<file path="config.mk">
export PLATFORM = sky130hd
export DESIGN_NAME = inst_axi_responder
export DESIGN_NICKNAME = d
export VERILOG_FILES = /design/src/rtl/inst_axi_responder.sv
export SDC_FILE = /design/constraint.sdc
export NUM_CORES = 1
export LEC_CHECK = 0
export BUFFER_PORTS_ARGS = -buffer_cell sky130_fd_sc_hd__buf_2
export CORE_MARGIN = 2
export CORE_UTILIZATION = 44
export DETAILED_ROUTE_END_ITERATION = 8
export PLACE_DENSITY = 0.83
export SETUP_SLACK_MARGIN = 0.05
export SLEW_MARGIN = 20
export SYNTH_ARGS = -nofsm -noshare
export SYNTH_HDL_FRONTEND = slang
export SYNTH_SLANG_ARGS = --single-unit
</file>
<file path="constraint.sdc">
create_clock -name clk -period 3.85 [get_ports clk]
set_input_delay 0.77 -clock clk [delete_from_list [all_inputs] [get_ports clk]]
set_output_delay 0.77 -clock clk [all_outputs]
set_load 0.005 [all_outputs]
</file>
<file path="src/rtl/inst_axi_responder.sv">
`default_nettype none
// ---------------------------------------------------------------------------
// inst_axi_responder: fetch-request port to single-beat AXI4 read bridge.
// Rev 1.0
// ---------------------------------------------------------------------------
module inst_axi_responder #(
  parameter int                MAX_OUTSTANDING = 4,
  parameter int                ID_W            = 4,
  parameter logic [ID_W-1:0]   ARID_VAL        = '0
) (
  input  logic            clk,
  input  logic            reset,
  input  logic            inst_req,
  input  logic            inst_cache,
  input  logic [31:0]     inst_addr,
  output logic            inst_addr_ok,
  output logic            inst_data_ok,
  output logic [31:0]     inst_rdata,
  output logic            inst_bus_err,
  output logic [3:0]      outstanding,
  output logic [ID_W-1:0] arid,
  output logic [31:0]     araddr,
  output logic [7:0]      arlen,
  output logic [2:0]      arsize,
  output logic [1:0]      arburst,
  output logic [3:0]      arcache,
  output logic            arvalid,
  input  logic            arready,
  input  logic [ID_W-1:0] rid,
  input  logic [31:0]     rdata,
  input  logic [1:0]      rresp,
  input  logic            rlast,
  input  logic            rvalid,
  output logic            rready
);

  localparam logic [3:0] c_max_outstanding = 4'(MAX_OUTSTANDING);

  logic        r_arvalid;
  logic [31:0] r_araddr;
  logic [3:0]  r_arcache;
  logic [3:0]  r_outstanding;
  logic        r_data_ok;
  logic [31:0] r_rdata;
  logic        r_bus_err;

  logic        w_accept;
  logic        w_ar_hs;
  logic        w_r_hs;
  logic        w_unused;

  // A single ARID means the interconnect returns beats in issue order,
  // so rid and rlast carry no information here.
  assign w_unused = ^{rid, rlast, rresp[0]};

  assign w_accept = inst_req && (!r_arvalid || arready) &&
                    (r_outstanding < c_max_outstanding);
  assign w_ar_hs  = r_arvalid && arready;
  // Beats arriving with nothing in flight are consumed but not forwarded.
  assign w_r_hs   = rvalid && rready && (r_outstanding != 4'd0);

  always_ff @(posedge clk or posedge reset) begin
    if (reset) begin
      r_arvalid <= 1'b0;
      r_araddr  <= 32'd0;
      r_arcache <= 4'd0;
    end else if (w_accept) begin
      r_arvalid <= 1'b1;
      r_araddr  <= inst_addr;
      r_arcache <= inst_cache ? 4'b1111 : 4'b0000;
    end else if (w_ar_hs) begin
      r_arvalid <= 1'b0;
    end
  end

  always_ff @(posedge clk or posedge reset) begin
    if (reset) begin
      r_outstanding <= 4'd0;
    end else begin
      case ({w_accept, w_r_hs})
        2'b10:   r_outstanding <= r_outstanding + 4'd1;
        2'b01:   r_outstanding <= r_outstanding - 4'd1;
        default: r_outstanding <= r_outstanding;
      endcase
    end
  end

  always_ff @(posedge clk or posedge reset) begin
    if (reset) begin
      r_data_ok <= 1'b0;
      r_rdata   <= 32'd0;
      r_bus_err <= 1'b0;
    end else begin
      r_data_ok <= w_r_hs;
      if (w_r_hs) begin
        r_rdata   <= rdata;
        r_bus_err <= rresp[1];
      end
    end
  end

  assign inst_addr_ok = w_accept;
  assign inst_data_ok = r_data_ok;
  assign inst_rdata   = r_rdata;
  assign inst_bus_err = r_bus_err;
  assign outstanding  = r_outstanding;
  assign arid         = ARID_VAL;
  assign araddr       = r_araddr;
  assign arlen        = 8'd0;
  assign arsize       = 3'b010;
  assign arburst      = 2'b01;
  assign arcache      = r_arcache;
  assign arvalid      = r_arvalid;
  assign rready       = !reset;

endmodule
`default_nettype wire

</file>
Word-level counts from Yosys, hierarchy flattened

Cells that the tools add are included.

Output and inout bits: 94
Memories: 0
RAM bits: 0
Input port bits: 77
Word-level logic and storage cells: 27
Bits in registers: 75
Bits in latches: 0
Bits in read-only memories: 0

Reduce and logical (&&, ||, !) cells: 11
Muxes and demuxes: 4
Shift-type cells: 0
Add/sub/neg operators: 2
Multipliers: 0
Order comparisons: 1
Divide/modulo/power cells: 0
Equality and inequality tests: 2
Bitwise gates (word level): 0

Operators by type and width:

| kind                  | count |
|---|---|
| $pmux W4 S2           | 1 |
| $logic_and A1 B1 Y1   | 5 |
| $add A4 B1 Y4 const B | 1 |
| $lt A4 B3 Y1 const B  | 1 |
| $mux W4               | 1 |
| $reduce_bool A2 Y1    | 2 |
| $reduce_bool A4 Y1    | 1 |
| $sub A4 B1 Y4 const B | 1 |
| $eq A2 B1 Y1 const B  | 1 |
| $eq A2 B2 Y1 const B  | 1 |
| $logic_not A1 Y1      | 2 |
| $mux W1               | 2 |
| $logic_or A1 B1 Y1    | 1 |

Longest topological paths before layout

Depth in word-level cells: 6
Gate-level depth with buffers: 10
Depth with buffers taken out: 8

Worst setup path before layout

No wires, ideal clock.

Path type: input to register
From: input reset
To: register r_outstanding[3], in the netlist outstanding[3]
Path slack: -0.482 ns
Buffers on the path: 2
Data required time: 3.707 ns
Arrival time: 4.188 ns
Stages: 8
Setup time: 0.143 ns
Cells stage by stage: inv_1 -> and3_1 -> buf_6 -> buf_12 -> ha_1 -> or3b_2 -> a2111oi_0 -> o221ai_1

Word-level cells in the longest chain between the ends: 5
Elaborated cells between the ends (all ways): 7
Those cells by class: eq/ne (2); mux (1); reduce/logical (4)

RTL lines:

| item                                              | RTL line | RTL |
|---|---|---|
| start: declaration                                | 12       | `input logic reset,` |
| $logic_not A1 Y1 *                                | 114      | `assign rready = !reset;` |
| $logic_and A1 B1 Y1 * (2 in series)               | 60       | `assign w_r_hs = rvalid && rready && (r_outstanding != 4'd0);` |
| via w_r_hs                                        | 49       | `logic w_r_hs;` |
| $eq A2 B1 Y1 or $eq A2 B2 Y1 (tied branches)      | 80       | `case ({w_accept, w_r_hs})` |
| $pmux W4 S2 or $reduce_bool A2 Y1 (tied branches) | n/a      |  |
| end signal: assignment                            | 81       | `2'b10: r_outstanding <= r_outstanding + 4'd1;` |
| end signal: assignment                            | 82       | `2'b01: r_outstanding <= r_outstanding - 4'd1;` |
| end signal: assignment                            | 83       | `default: r_outstanding <= r_outstanding;` |
| end: declaration                                  | 42       | `logic [3:0] r_outstanding;` |

Mark *: on every way through the listed nets, which the timed path passes. The rest lies on a longest branch.
A chain may end at the register's enable or synchronous reset.

Final worst setup path

From: register r_outstanding[2], in the netlist outstanding[2]
To: output inst_addr_ok

Word-level cells in the longest chain between the ends: 2

RTL lines:

| item                | RTL line | RTL |
|---|---|---|
| $lt A4 B3 Y1        | 57       | `(r_outstanding < c_max_outstanding);` |
| $logic_and A1 B1 Y1 | 56       | `assign w_accept = inst_req && (!r_arvalid \|\| arready) &&` |
| end: declaration    | 16       | `output logic inst_addr_ok,` |

No other way between the ends.

==> impl_results.md <==
* Postcts setup bufs at 0
* Max_cap viols at 0
* Mapped cell area at 3130 sq um
* Core area at between 6000 and 7000 sq um
* Crit path kind: reg2out
* Initial DRC Count at 66
* Clk sink count at around 70
* Synth warn at 0
* First-pass GRT wire length at 9400 um
* Synth area leaders: dfrtp_1, mux2_4, mux2_2
* Placed Instance Area at approximately 3900 sq um
* RSZ-0062 raised after global routing: false
* Max Clock Skew at between 8 and 9 ps
* Remaining global-route overflow at 0
* Final GP Congestion at around 0.74
* Die Y at between 80 and 90 um
* Fillers at 570
* Setup TNS at 0 ps
* H-tree depth at 3
* Min Tclk post-route at approximately 2800 ps
* CTS root buffer: clkbuf_8
* Initial Util at between 40% and 50%
* Part of the cycle the worst path needs at ~73%
* Register area share after synthesis at between 50 and 60%
* Area growth syn-to-layout at 30.6%
* Worst-skew pair later-pin latency at between 300 and 400 ps
* Most frequent cells in the layout: buf_2, dfrtp_1, mux2_2
* Area fraction of the dominant cell type after synthesis at ~58%
* ANT nets after route at 0
* Pin count of the biggest net entering global routing at 74
* Clock transition at the registers of the reported paths at 70 ps
* Most common library cell in the layout ignoring fill and taps: buf_2
* Worst slew margin at 40.6%
* Fin area at just over 4000 sq um
* Residual DRC at 0
* Pwr Density at roughly 730 nW/um^2
* Status: finished, final reports clean
* Via count at about 2000
* Post_cts resized at 0
* Final Max Tran Viols at 0
* CTS tree: done
* Worst slew pin tran at roughly 900 ps
* Total CTS buffers at 9
* Endpoints failing hold at 0
* Vias in the first global route at ~2000
* CTS Buffer Depth at 2
* Sequential power share at roughly 42%
* Port buffer count at about 150
* Arrival time worst endpoint at roughly 2000 ps
* Total GRT Usage at between 10% and 20%
* Type of the worst min-delay path: reg2reg
* I/O pin total at around 170
* P_leak at ~0.0021 uW
* Hold Buf Count CTS at 0
* Library cells used by synthesis at 30
* DR WL/cell at between 10 and 15 um
* DRT Wirelength at about 6200 um
* Share of cells above drive strength 1 at 67.6%
* Total power at roughly 3000 uW
* Worst vdd ir at just over 0.4 mV
* Number of diodes at 0
* Clock share of power at between 20% and 30%
* Nature of the critical path startpoint: register
* Post-synth top area cell: dfrtp_1
* Internal Power at between 2000 and 2500 uW
* Syn Inst Count at slightly below 200
* Syn avg cell area at between 15 and 20 sq um
* Switching Fraction at 28.7%
* Logic pwr share at 35.5%
* CP max FO at 19
* Post-DP HPWL at approximately 4600 um
* Row count at 30
* Final nets at between 400 and 500
* Critical path endpoint category: output pin
* Worst EP required at between 3000 and 4000 ps
* Setup-failing EPs final at 0
* Initial antenna violation count at 0
* Max Fclk at around 360 MHz
* Vias per cell at 4.49
* DRT Pass-1 Iters at 4
* Die width at around 88 um
* Synthesized flop and latch total at between 70 and 80
* Die Area at just under 8000 sq um
* NetSw at between 800 and 900 uW
-- worst max-delay path, cell delays in order (launching register included) --
cell     delay, ps
dfrtp_1        470
nor2_1         220
nand3_2        450
buf_4          400
inv_1           70
buf_2          100
-- synthesized netlist by cell type, drive strengths merged --
cell,instances
dfrtp,72
mux2,67
buf,27
inv,4
ha,3
conb,2
nand2,2
nor2,2
or4,2
xnor2,2
a2111oi,1
a21o,1
a21oi,1
and3,1
clkbuf,1
mux2i,1
nand2b,1
nand3,1
nand3b,1
nor2b,1
o21a,1
o221ai,1
o41ai,1
or3b,1
or4b,1
xor2,1
-- kinds of logic (layout without fill, tap and decap cells) --
logic type,Yosys count,after routing,share of synthesized area [%]
XOR/XNOR,3,3,0.840
adder cells (fa/ha/maj),3,3,1.20
multiplexers,68,68,27.9
flip-flops,72,72,57.6
AND/OR/NAND/NOR,13,13,2.56
other,2,17,0.240
buffers and inverters,32,170,8.16
AO/OA/AOI/OAI,6,6,1.48
-- registers in the layout, indices dropped and copies added (netlist names) --
signal / flops
outstanding: 4
araddr: 32
inst_bus_err: 1
inst_rdata: 32
arcache: 1
arvalid: 1
inst_data_ok: 1
-- final timing paths --
path	startpoint	endpoint	slack, ps	cells past startpoint
setup / recovery	outstanding[2]	inst_addr_ok	1040	5
hold / removal	inst_rdata[24]	inst_rdata[24]	500	1
setup reg to reg	outstanding[0]	outstanding[3]	1130	7
hold reg to reg	inst_rdata[24]	inst_rdata[24]	500	1
max in group asynchronous	reset	inst_rdata[4]	2510	3
min in group asynchronous	reset	araddr[12]	770	3
-- layer usage --
layer / up-vias / global-route usage [%] / routed length, um
met5: - / 0 / 0
met4: 0 / 6.20 / 68
met3: 8 / 4.48 / 505
met2: 97 / 26.0 / 3040
met1: 958 / 19.7 / 2610
li1: 947 / - / -
-- through the flow --
step / hold slack (ps) / worst slack (ps) / instances / utilization, %
2_1_floorplan: 489 / 182 / 214 / -
3_3_place_gp: 483 / 946 / 432 / 56.4
3_5_place_dp: 487 / 882 / 432 / 56.4
4_1_cts: 507 / 987 / 448 / 59.8
5_1_grt: 515 / 875 / 448 / 59.8
6_report: 503 / 1040 / 448 / 59.8
-- power groups by stage --
stage / combinational (uW) / sequential, uW / clock, uW
finish: 1070 / 1270 / 667
global route: 1170 / 1310 / 727
CTS: 1090 / 1270 / 689
detailed placement: 1080 / 1280 / 0
global placement: 1050 / 1260 / 0
floorplan: 630 / 1300 / 0
-- cell type report --
type                            count  area [sq um]  area share, %
Sequential cell                    72          1800           44.1
Multi-Input combinational cell    110          1150           28.2
Timing Repair Buffer              150           758           18.6
Clock buffer                       12           155           3.80
Tap cell                           96           120           2.94
Clock inverter                      4          76.3           1.87
Inverter                            4          18.8          0.460
Power figures use the tool's default switching activity.
